File: src/rtl/zle_arb2.sv
// Two-input stream arbiter: grants one producer for a whole EOS-delimited
// segment, alternating round-robin between segments; o_s tags the source.
module zle_arb2 #(
    parameter int W        = 2,
    parameter int CW       = 8,
    parameter int MAXBURST = 0
) (
    input  logic         clock,
    input  logic         reset,
    input  logic [W-1:0] i0_d,
    input  logic         i0_e,
    input  logic         i0_v,
    output logic         i0_b,
    input  logic [W-1:0] i1_d,
    input  logic         i1_e,
    input  logic         i1_v,
    output logic         i1_b,
    output logic [W-1:0] o_d,
    output logic         o_e,
    output logic         o_v,
    input  logic         o_b,
    output logic         o_s
);

    typedef enum logic [1:0] {IDLE, G0, G1} st_t;

    localparam bit            LIMITED = (MAXBURST != 0);
    localparam logic [CW-1:0] CNT_END = CW'(MAXBURST - 1);
    localparam logic [CW-1:0] CNT_MAX = '1;

    st_t           st, st_nxt;
    logic          last, last_nxt;
    logic [CW-1:0] cnt, cnt_nxt;

    // Shared view of whichever input is granted; only meaningful in G0/G1.
    logic         k;
    logic         g_v, g_e, other_v, xfer, release_seg;
    logic [W-1:0] g_d;

    always_ff @(posedge clock or posedge reset) begin
        if (reset) begin
            st   <= IDLE;
            last <= 1'b1;
            cnt  <= '0;
        end else begin
            // NOTE: state registers use non-blocking assignments so every
            // flop samples the pre-edge values computed by the comb block.
            st   <= st_nxt;
            last <= last_nxt;
            cnt  <= cnt_nxt;
        end
    end

    always_comb begin
        // NOTE: every comb output gets a default first, so no path through
        // the case statement can leave a signal unassigned and infer a latch.
        st_nxt      = st;
        last_nxt    = last;
        cnt_nxt     = cnt;
        o_d         = '0;
        o_e         = 1'b0;
        o_v         = 1'b0;
        o_s         = 1'b0;
        i0_b        = 1'b1;
        i1_b        = 1'b1;
        k           = (st == G1);
        g_v         = k ? i1_v : i0_v;
        g_e         = k ? i1_e : i0_e;
        g_d         = k ? i1_d : i0_d;
        other_v     = k ? i0_v : i1_v;
        xfer        = 1'b0;
        release_seg = 1'b0;

        case (st)
            IDLE: begin
                if (i0_v && i1_v) st_nxt = last ? G0 : G1;
                else if (i0_v)    st_nxt = G0;
                else if (i1_v)    st_nxt = G1;
            end
            G0, G1: begin
                o_d = g_d;
                o_e = g_e;
                o_v = g_v;
                o_s = k;
                if (k) i1_b = o_b;
                else   i0_b = o_b;

                xfer        = g_v && !o_b;
                release_seg = xfer && (g_e || (LIMITED && cnt == CNT_END));

                if (release_seg) begin
                    // Re-arbitrate with this input as last: the other side wins
                    // if it is waiting, so back-to-back switches cost no bubble.
                    last_nxt = k;
                    cnt_nxt  = '0;
                    if (other_v)  st_nxt = k ? G0 : G1;
                    else if (g_v) st_nxt = st;
                    else          st_nxt = IDLE;
                end else if (xfer && cnt != CNT_MAX) begin
                    cnt_nxt = cnt + 1'b1;
                end
            end
            default: st_nxt = IDLE;
        endcase
    end

endmodule

File: config.mk
export PLATFORM = sky130hd
export DESIGN_NAME = zle_arb2
export DESIGN_NICKNAME = d
export VERILOG_FILES = /design/src/rtl/zle_arb2.sv
export SDC_FILE = /design/constraint.sdc
export NUM_CORES = 1
export LEC_CHECK = 0
export CORE_MARGIN = 5
export CORE_UTILIZATION = 28
export CTS_CLUSTER_DIAMETER = 150
export DETAILED_ROUTE_END_ITERATION = 8
export HOLD_SLACK_MARGIN = 0.1
export PLACE_DENSITY_LB_ADDON = 0.1
export RECOVER_POWER = 50
export SLEW_MARGIN = 20
export SYNTH_ARGS = -nofsm -noshare
export SYNTH_HDL_FRONTEND = slang
export SYNTH_SLANG_ARGS = --single-unit
File: constraint.sdc
create_clock -name clock -period 2 [get_ports clock]
set_clock_uncertainty 0.1 [all_clocks]
set_input_delay 0.2 -clock clock [delete_from_list [all_inputs] [get_ports clock]]
set_output_delay 0.2 -clock clock [all_outputs]
set_load 0.01 [all_outputs]
==> impl_metrics.json <==
{
  "worstSetupEndpointType": "primary output",
  "via_per_inst": 4.61,
  "dp_hpwl_um": 742,
  "timing.critical_path.required_ns": 1.70,
  "vias": 387,
  "timing.fmax_mhz": 523,
  "power_density_nw_per_um2": 1380,
  "final_cells": 84,
  "final_setup_viols": 0,
  "drt_iter0_drc": 0,
  "filler_cell_count": 127,
  "tritoncts": "yes",
  "die_h_um": 47.4,
  "part_of_the_total_power_dissipated_in_the_clock_network_pct": 11.1,
  "worst_hold_path.num_cells": 1,
  "wire_length_of_the_first_global_routing_pass_um": 1500,
  "ys_seq_area_share_pct": 19.5,
  "route.antenna.remaining_nets": 0,
  "timing_hold_violations_final": 0,
  "syn_inst": 41,
  "seq_power_share_pct": 13.3,
  "cell_count_after_placement": 77,
  "final_net_count": 85,
  "post_route_cells_drive_above_1_share_pct": 33.3,
  "cts_buffer_depth": 2,
  "start_util_pct": 29.7,
  "class_of_the_most_critical_hold_timing_path": "register to register",
  "leakagePower_nw": 0.298,
  "post-route-min-period_ns": 1.91,
  "drt_drc_violations_left": 0,
  "outcome": "completed",
  "cts_htree_levels": 1,
  "overall_global_routing_resource_usage_pct": 9.62,
  "critPathArrivalTime_ns": 1.61,
  "critical_path_peak_fanout": 7,
  "grt_max_degree": 8,
  "clk-insertion-delay-late_ns": 0.23,
  "netlist_area_um2": 392,
  "synthesis.yosys.warnings": 0,
  "design.die.area_um2": 2250,
  "mappedNetlistNets": 56,
  "timing.final.crit_share_pct": 95.5,
  "reg2regPathDepth": 7,
  "report.power.total_mw": 0.920,
  "avgSynthCellArea_um2": 9.55,
  "n_antenna_cell": 0,
  "post_dp_cell_area_um2": 607,
  "numCtsBuffers": 3,
  "most_frequent_cells_in_the_layout": "10 x sky130_fd_sc_hd__clkdlybuf4s50_1, 5 x sky130_fd_sc_hd__dlygate4sd2_1, 5 x sky130_fd_sc_hd__buf_4",
  "cts_root_buffer": "sky130_fd_sc_hd__clkbuf_4",
  "cts.reportedPaths.clkPinSlew_ns": 0.04,
  "switchingPower_mw": 0.355,
  "drtPass1Iterations": 1,
  "drv_slew": 0,
  "timing.max_cap.violations": 0,
  "coreArea_um2": 1320,
  "placementRows": 13,
  "max-vdd-ir-drop_v": 0.000621,
  "wl_per_cell_um": 10.9,
  "placement.io_buffers": 17,
  "floorplan.io_pins": 18,
  "worst_pin_slew_ns": 0.301,
  "synth_seq_cells": 3,
  "gp_routability_congestion": 0.704,
  "grt_antenna_before_repair": 0,
  "setup_total_negative_slack_ns": 0,
  "first_global_vias": 366,
  "sw_frac_of_total_pct": 38.6,
  "p_int_mw": 0.565,
  "finish.instance_area_um2": 664,
  "drt_wl_total_um": 918,
  "flow.area_growth_from_synthesis_pct": 69.6,
  "die_w_um": 47.4,
  "worst_slew_margin_rel_pct": 80.0,
  "combinationalPowerShare_pct": 75.6,
  "synth_cell_type_count": 22,
  "globalRoute.totalOverflow": 0,
  "crit_type": "register to primary output",
  "most_common_cell_after_layout_fill_and_taps_aside": "sky130_fd_sc_hd__clkdlybuf4s50_1",
  "clock-sinks": 3,
  "start_kind": "register"
}
-- state kept, by name, summed over array words and instances, names as in the netlist --
| name | cells |
|---|---|
| st | 2 |
| last | 1 |
-- timing repair --
action,in CTS,in global routing
hold endpoints to repair,2,0
buffers inserted,1,2
gates resized for setup,8,4
hold buffers,1,0
pin swaps,1,3
endpoints found under the setup margin,5,4
-- metrics by stage --
| step | hold WS [ns] | util [%] | setup WS, ns |
|---|---|---|---|
| after floorplan | -0.147 | - | 0.155 |
| after global placement | 0.274 | 46.1 | 0.0171 |
| after detailed placement | 0.279 | 46.1 | 0.0239 |
| after CTS | 0.470 | 49.3 | 0.0231 |
| after global routing | 0.486 | 50.4 | -0.000984 |
| final | 0.470 | 50.4 | 0.0890 |
-- cell families after synthesis --
| kind of cell | synth area share (%) |
|---|---|
| buf+inv | 5.75 |
| simple gates | 28.4 |
| mux | 18.8 |
| fa+ha+maj | 12.8 |
| compound gates | 14.7 |
| flops | 19.5 |
-- critical path: stages (launching register included) --
cell	delay, ns
sky130_fd_sc_hd__dfrtp_1	0.41
sky130_fd_sc_hd__inv_1	0.07
sky130_fd_sc_hd__ha_2	0.39
sky130_fd_sc_hd__and2b_2	0.19
sky130_fd_sc_hd__nand2b_1	0.05
sky130_fd_sc_hd__dlygate4sd2_1	0.28
-- final cells by class --
type | count | area [µm²] | share of cell area [%]
repair buffers | 25 | 221 | 33.3
flip-flops and latches | 3 | 76.3 | 11.5
clock buffers | 4 | 26.3 | 3.95
inverters | 3 | 11.3 | 1.69
multi-input cells | 34 | 310 | 46.7
well taps | 15 | 18.8 | 2.82
-- cell usage after synthesis (all sizes together) --
cell type / count / share of area (%)
mux2i: 4 / 10
nor2: 2 / 2.6
dfstp: 1 / 6.7
nor2b: 5 / 9.3
inv: 3 / 2.9
and2b: 2 / 4.5
buf: 1 / 2.9
mux2: 3 / 8.6
o21ai: 1 / 1.3
dfrtp: 2 / 13
or2b: 2 / 3.8
o221ai: 1 / 3.8
and2: 1 / 1.9
a32oi: 1 / 2.2
nand2b: 3 / 4.8
a32o: 1 / 2.6
ha: 4 / 13
nand4: 1 / 1.6
a21oi: 3 / 4.8
-- per-layer routing --
metal / vias to the layer above / GRT usage [%] / routed length [µm]
met5: - / 0 / 0
met4: 0 / 4.97 / 0
met3: 0 / 2.30 / 36
met2: 8 / 17.1 / 479
met1: 178 / 10.4 / 401
li1: 201 / - / -
-- worst paths after layout --
kind                          to  slack [ns]  startpoint
max in group asynchronous   last        0.87       reset
min in group asynchronous  st[0]        0.73       reset
min reg2reg                st[0]        0.47       st[0]
max reg2reg                st[1]        0.14       st[0]
min                        st[0]        0.47       st[0]
max                         i0_b        0.09       st[1]
-- power by group through the flow --
| stage | Clock [mW] | Combinational [mW] | Sequential [mW] |
|---|---|---|---|
| global placement | 0 | 0.705 | 0.121 |
| global route | 0.111 | 0.763 | 0.126 |
| CTS | 0.108 | 0.681 | 0.122 |
| finish | 0.102 | 0.695 | 0.122 |
| detailed placement | 0 | 0.696 | 0.121 |
| floorplan | 0 | 0.432 | 0.113 |
No activity file was read; power rests on OpenSTA's default activity.
